## src/rtl/alu.sv

```systemverilog
// RV32I/M integer ALU for the execute stage: decodes OP / OP-IMM words and
// registers the result one cycle later, flagging anything it cannot execute.
module alu (
    input  logic        clk,
    input  logic        rst,
    input  logic [31:0] code,
    input  logic [31:0] rs1,
    input  logic [31:0] rs2,
    output logic [31:0] rd,
    output logic        illegal
);
    localparam logic [6:0] OPC_OP  = 7'b0110011;
    localparam logic [6:0] OPC_IMM = 7'b0010011;
    localparam logic [6:0] F7_BASE = 7'b0000000;
    localparam logic [6:0] F7_ALT  = 7'b0100000;
    localparam logic [6:0] F7_MUL  = 7'b0000001;

    logic [6:0]         w_opcode;
    logic [2:0]         w_funct3;
    logic [6:0]         w_funct7;
    logic               w_is_r;
    logic               w_is_i;
    logic [31:0]        w_op2;
    logic [4:0]         w_shamt;
    logic signed [31:0] w_rs1_s;
    logic signed [31:0] w_op2_s;
    logic [31:0]        w_mul;
    logic [31:0]        w_res;
    logic               w_ill;
    logic               w_unused_regnums;

    assign w_opcode = code[6:0];
    assign w_funct3 = code[14:12];
    assign w_funct7 = code[31:25];
    assign w_is_r   = (w_opcode == OPC_OP);
    assign w_is_i   = (w_opcode == OPC_IMM);
    assign w_op2    = w_is_i ? {{20{code[31]}}, code[31:20]} : rs2;
    assign w_shamt  = w_op2[4:0];
    assign w_rs1_s  = $signed(rs1);
    assign w_op2_s  = $signed(w_op2);
    assign w_mul    = rs1 * w_op2;

    // Register numbers are resolved outside; only the operand values matter here.
    assign w_unused_regnums = ^code[19:7];

    // imm[11:5] of OP-IMM sits in the same bits as funct7, so shift checks are shared.
    always_comb begin
        w_res = '0;
        w_ill = 1'b0;
        case (w_funct3)
            3'b000: begin
                if (w_is_i || w_funct7 == F7_BASE) w_res = rs1 + w_op2;
                else if (w_funct7 == F7_ALT)       w_res = rs1 - w_op2;
                else if (w_funct7 == F7_MUL)       w_res = w_mul;
                else                               w_ill = 1'b1;
            end
            3'b001: begin
                if (w_funct7 == F7_BASE) w_res = rs1 << w_shamt;
                else                     w_ill = 1'b1;
            end
            3'b101: begin
                if (w_funct7 == F7_BASE)     w_res = rs1 >> w_shamt;
                else if (w_funct7 == F7_ALT) w_res = w_rs1_s >>> w_shamt;
                else                         w_ill = 1'b1;
            end
            default: begin
                if (w_is_i || w_funct7 == F7_BASE) begin
                    case (w_funct3)
                        3'b010:  w_res = {31'd0, w_rs1_s < w_op2_s};
                        3'b011:  w_res = {31'd0, rs1 < w_op2};
                        3'b100:  w_res = rs1 ^ w_op2;
                        3'b110:  w_res = rs1 | w_op2;
                        default: w_res = rs1 & w_op2;
                    endcase
                end else begin
                    w_ill = 1'b1;
                end
            end
        endcase
        if (!w_is_r && !w_is_i) w_ill = 1'b1;
        if (w_ill) w_res = '0;
    end

    // Result register: single pipeline stage to write-back.
    always_ff @(posedge clk or posedge rst) begin
        if (rst) begin
            rd      <= '0;
            illegal <= 1'b0;
        end else begin
            rd      <= w_res;
            illegal <= w_ill;
        end
    end
endmodule

```

## config.mk

```make
export PLATFORM = sky130hd
export DESIGN_NAME = alu
export DESIGN_NICKNAME = d
export VERILOG_FILES = /design/src/rtl/alu.sv
export SDC_FILE = /design/constraint.sdc
export NUM_CORES = 2
export LEC_CHECK = 0
export BUFFER_PORTS_ARGS = -buffer_cell sky130_fd_sc_hd__clkbuf_2
export CORE_MARGIN = 10
export CORE_UTILIZATION = 60
export CTS_CLUSTER_SIZE = 14
export DETAILED_ROUTE_END_ITERATION = 6
export GPL_TIMING_DRIVEN = 0
export PLACE_DENSITY = 0.86
export SYNTH_ARGS = -nofsm -noshare
export SYNTH_HDL_FRONTEND = slang
export SYNTH_SLANG_ARGS = --single-unit
```

## constraint.sdc

```tcl
create_clock -name clk -period 2.2 [get_ports clk]
set_input_delay 0.11 -clock clk [delete_from_list [all_inputs] [get_ports clk]]
set_output_delay 0.11 -clock clk [all_outputs]
set_load 0.005 [all_outputs]
```

==> results of run 1 <==
[metal layers]
layer | overflow | GRT usage (%)
met2 | 31 | 84.0
met3 | 7 | 66.8
met4 | 30 | 63.1
met1 | 4 | 71.4
met5 | 0 | 39.3
[metrics by stage]
step / setup WS (ns) / utilization (%) / instances
after floorplan: -5.62 / - / 3319
after global placement: -8.08 / 65.0 / 3976
after detailed placement: -8.02 / 65.0 / 3976
after CTS: -5.93 / 70.4 / 4035
[logic make-up after synthesis]
logic type,count (synthesis)
multiplexers,122
AND/OR/NAND/NOR,1038
buffers and inverters,690
adder cells (fa/ha/maj),630
XOR/XNOR,81
AO/OA/AOI/OAI,725
flip-flops,33
[what timing repair did]
| item | 4_1_cts |
|---|---|
| hold buffers | 0 |
| buffers inserted | 51 |
| setup endpoints to repair | 33 |
| cloned | 0 |
| pin swaps | 92 |
| resized for setup | 403 |
| endpoints found under the hold margin | 0 |
==> flow_summary_export.csv, run 1 <==
group,metric,value,unit
clock_tree,cts_buffers,5,
outcome,stop_stage,"global routing (5_1_grt)",
synthesis,synth.largest_area_cell,"fa_1",
placement,hpwl,110000,um
synthesis,synth_fp_nets,4047,
sta,worst_path_end_type,"register data pin",
grt,overflow,72,
synthesis,yosys.area_share.xor_xnor,3.10,%
synthesis,yosys-top-cells-count,"nor2_1 (487), inv_1 (442), fa_1 (410)",
floorplan,die_h,226,um
synthesis,synthArstFlopShare,100,%
floorplan,pin_count,131,
outcome,error_message,"[ERROR GRT-0232] Routing congestion too high. Check the congestion heatmap in the GUI.",
outcome,status,"aborted with a tool error",
synthesis,synthTopCellsByArea,"fa_1 (32%), ha_1 (11%), nor2_1 (7.2%)",
synthesis,avgSynthCellArea,7.70,um2
synthesis,synth-compound-area-share,18.3,%
synthesis,synth_top_family_by_area,"adder cells",
synthesis,synthFlopType,"dfrtp_1",
synthesis,synth_top_area_share,32.1,%
floorplan,die_w,226,um
grt,grt_max_degree,34,
synthesis,ys_ff_latch,33,
synthesis,yosysMostFrequentCell,"nor2_1",
synthesis,syn_area,25600,um2
synthesis,post_synth_num_cell_types,92,
floorplan,row_count,75,
clock_tree,clock_sinks,33,
clock_tree,cts-root-buf,"clkbuf_16",
synthesis,synthAdderAreaFrac,42.9,%
synthesis,synth-seq-area-share,3.23,%
synthesis,synthCells,3319,
placement,gp_congestion,1.20,
placement,place_area,27300,um2
synthesis,muxShareOfSynthArea,5.08,%
clock_tree,clk_path_buf_depth,2,
synthesis,synth-simple-area-share,17.0,%
floorplan,start_util,60.8,%
placement,port-buffer-count,118,
sta,postGrtWorstEndpoint,"rd[28]$_DFF_PP0_/D",
synthesis,synth_edf_count,0,
clock_tree,htreeDepth,2,
grt,track_usage,72.1,%
synthesis,synth_warnings,0,
==> run 2, diff against run 1 <==
--- a/config.mk
+++ b/config.mk
@@ -7,11 +7,10 @@
 export LEC_CHECK = 0
 export BUFFER_PORTS_ARGS = -buffer_cell sky130_fd_sc_hd__clkbuf_2
 export CORE_MARGIN = 10
-export CORE_UTILIZATION = 60
-export CTS_CLUSTER_SIZE = 14
+export CORE_UTILIZATION = 40
 export DETAILED_ROUTE_END_ITERATION = 6
 export GPL_TIMING_DRIVEN = 0
-export PLACE_DENSITY = 0.86
+export PLACE_DENSITY_LB_ADDON = 0.15
 export SYNTH_ARGS = -nofsm -noshare
 export SYNTH_HDL_FRONTEND = slang
 export SYNTH_SLANG_ARGS = --single-unit
==> flow_summary_export.csv, run 2 <==
group,metric,value,unit
clock_tree,cts_buffers,5,
worst_setup_path,critPathKind,"primary input to register",
grt,track_usage,39.1,%
sta,period_needed,8.40,ns
floorplan,die_w,273,um
grt,overflow,0,
placement,dp_cells,4284,
synthesis,synthArstFlopShare,100,%
clock_tree,htreeDepth,2,
synthesis,synthCells,3319,
placement,hpwl,118000,um
grt,grt_pass1_wl,208000,um
clock_tree,clk_path_buf_depth,2,
detailed_routing,drt_pass1_iterations,7,
placement,gp_congestion,1.10,
synthesis,synth-compound-area-share,18.3,%
grt,grt_pass1_vias,27800,
detailed_routing,drtIter0Drc,3756,
layout,layout-drive-gt1-share,20.4,%
synthesis,yosys.area_share.xor_xnor,3.10,%
detailed_routing,wl,149000,um
detailed_routing,vias,28000,
detailed_routing,via_per_inst,6.36,
floorplan,row_count,92,
sta,setup_viol,32,
sta,finalHoldViolCount,0,
sta,hold_ws,0.136,ns
sta,finalMaxSlewViolations,11,
floorplan,design.die.area,74400,um2
layout,multi_input_area,24500,um2
synthesis,synthTopCellsByArea,"fa_1 (32%), ha_1 (11%), nor2_1 (7.2%)",
layout,finalInstanceArea,31500,um2
outcome,violations,"DRC, capacitance limit, slew limit, setup timing",
placement,port-buffer-count,118,
worst_setup_path,cp_common_cell,"fa_1",
worst_setup_path,cp.required,2.34,ns
grt,grt_max_degree,34,
layout,regMostFlops,"rd",
clock_tree,clock_sinks,33,
sta,grt_setup_unrepaired,"true",
worst_setup_path,cpMaxStageDelayCell,"clkbuf_2",
synthesis,synth_top_family_by_area,"adder cells",
synthesis,synth_edf_count,0,
synthesis,synth_fp_nets,4047,
clock_tree,cts_tree,"done",
synthesis,avgSynthCellArea,7.70,um2
floorplan,pin_count,131,
floorplan,die_h,273,um
layout,layout_common_cells,"nor2_1 (462), inv_1 (414), fa_1 (391)",
layout,fin_util,49.8,%
synthesis,muxShareOfSynthArea,5.08,%
worst_hold_path,hp-class,"primary input to asynchronous set/reset pin",
outcome,status,"finished with violations",
layout,nFillCells,6282,
synthesis,yosysMostFrequentCell,"nor2_1",
detailed_routing,postRouteAntennaNets,0,
synthesis,synthAdderAreaFrac,42.9,%
sta,setup_ws,-6.20,ns
sta,tightestPinTransition,1.51,ns
synthesis,yosys-top-cells-count,"nor2_1 (487), inv_1 (442), fa_1 (410)",
synthesis,syn_area,25600,um2
sta,finalCritPeriodShare,382,%
layout,largest_reg_flops,32,
layout,register_area,826,um2
clock_tree,cts_hold_buf,0,
synthesis,post_synth_num_cell_types,92,
layout,area_growth,23.1,%
detailed_routing,wl_per_cell,33.9,um
detailed_routing,drc,5,
synthesis,synthFlopType,"dfrtp_1",
layout,final_nets,4283,
layout,layoutNonFillerInstCount,4405,
placement,place_area,27700,um2
sta,max_freq,119,MHz
layout,final_common_cell,"nor2_1",
synthesis,synth-simple-area-share,17.0,%
floorplan,coreArea,63200,um2
worst_setup_path,critPathMaxFanout,10,
worst_setup_path,end_kind,"register",
clock_tree,cts-root-buf,"clkbuf_16",
worst_setup_path,critPathLaunchType,"primary input",
synthesis,synth-seq-area-share,3.23,%
layout,reg.largest.list,"rd (32), illegal (1)",
synthesis,synth_warnings,0,
worst_setup_path,cpPeakStageDelay,0.58,ns
clock_tree,clk_pin_slew,0.05,ns
synthesis,synth.largest_area_cell,"fa_1",
synthesis,ys_ff_latch,33,
sta,slew_headroom,-0.987,%
flow_run,cap_violations,1,
worst_setup_path,arrival,8.53,ns
floorplan,start_util,40.4,%
grt,antenna_found_initial,7,
synthesis,synth_top_area_share,32.1,%
run 2: cells by family after synthesis:
family / after synthesis
compound gates: 725
mux: 122
flops: 33
fa+ha+maj: 630
xor+xnor: 81
buf+inv: 690
simple gates: 1038
run 2: worst max path at each step:
stage / depth (start not counted) / slack [ns] / end / from
after CTS: 33 / -6.04 / rd[31] / code[3]
after floorplan: 32 / -5.62 / rd[31] / code[2]
after global placement: 29 / -8.45 / rd[15] / code[3]
final: 27 / -6.20 / rd[31] / rs1[7]
after global routing: 31 / -6.27 / rd[31] / code[5]
after detailed placement: 29 / -8.51 / rd[15] / code[3]
run 2: area by class of cell:
type	instances	area share [%]
multi-input combinational	2596	77.7
inverter	475	5.90
timing repair buffer	231	5.17
buffer	213	4.74
tap	846	3.36
sequential	33	2.62
clock buffer	8	0.433
antenna	3	0.0239
run 2: worst max-delay path: cells and delay by family:
family,cells,cell delay [ns]
xor gates and xnor gates,8,1.76
buffers and inverters,7,2.11
AOI/OAI and AO/OA,1,0.11
and+or+nand+nor,3,0.77
adders and majority gates,8,3.63
run 2: through the flow:
step / worst slack (ns) / TNS, ns
2_1_floorplan: -5.62 / -142.39
3_3_place_gp: -8.45 / -222.38
3_5_place_dp: -8.51 / -221.93
4_1_cts: -6.04 / -154.74
5_1_grt: -6.27 / -160.28
6_report: -6.20 / -157.64
run 2: metal layers:
metal  GRT usage (%)  vias to the layer above  part of all wire (%)
li1                -                    11400                     -
met1            49.1                    13900                    38
met2            56.8                     2183                    41
met3            14.5                      535                    14
met4            22.8                       14                   7.4
met5               0                        -                 0.060
run 2: repair_timing:
item	4_1_cts	5_1_grt
buffers inserted	83	30
gates cloned	1	0
pin swaps	166	127
gates resized for setup	527	100
setup endpoints to repair	33	33
Power of run 2 is not shown: default switching activity piles up to over one toggle a cycle in this logic, so the estimate is an artifact.
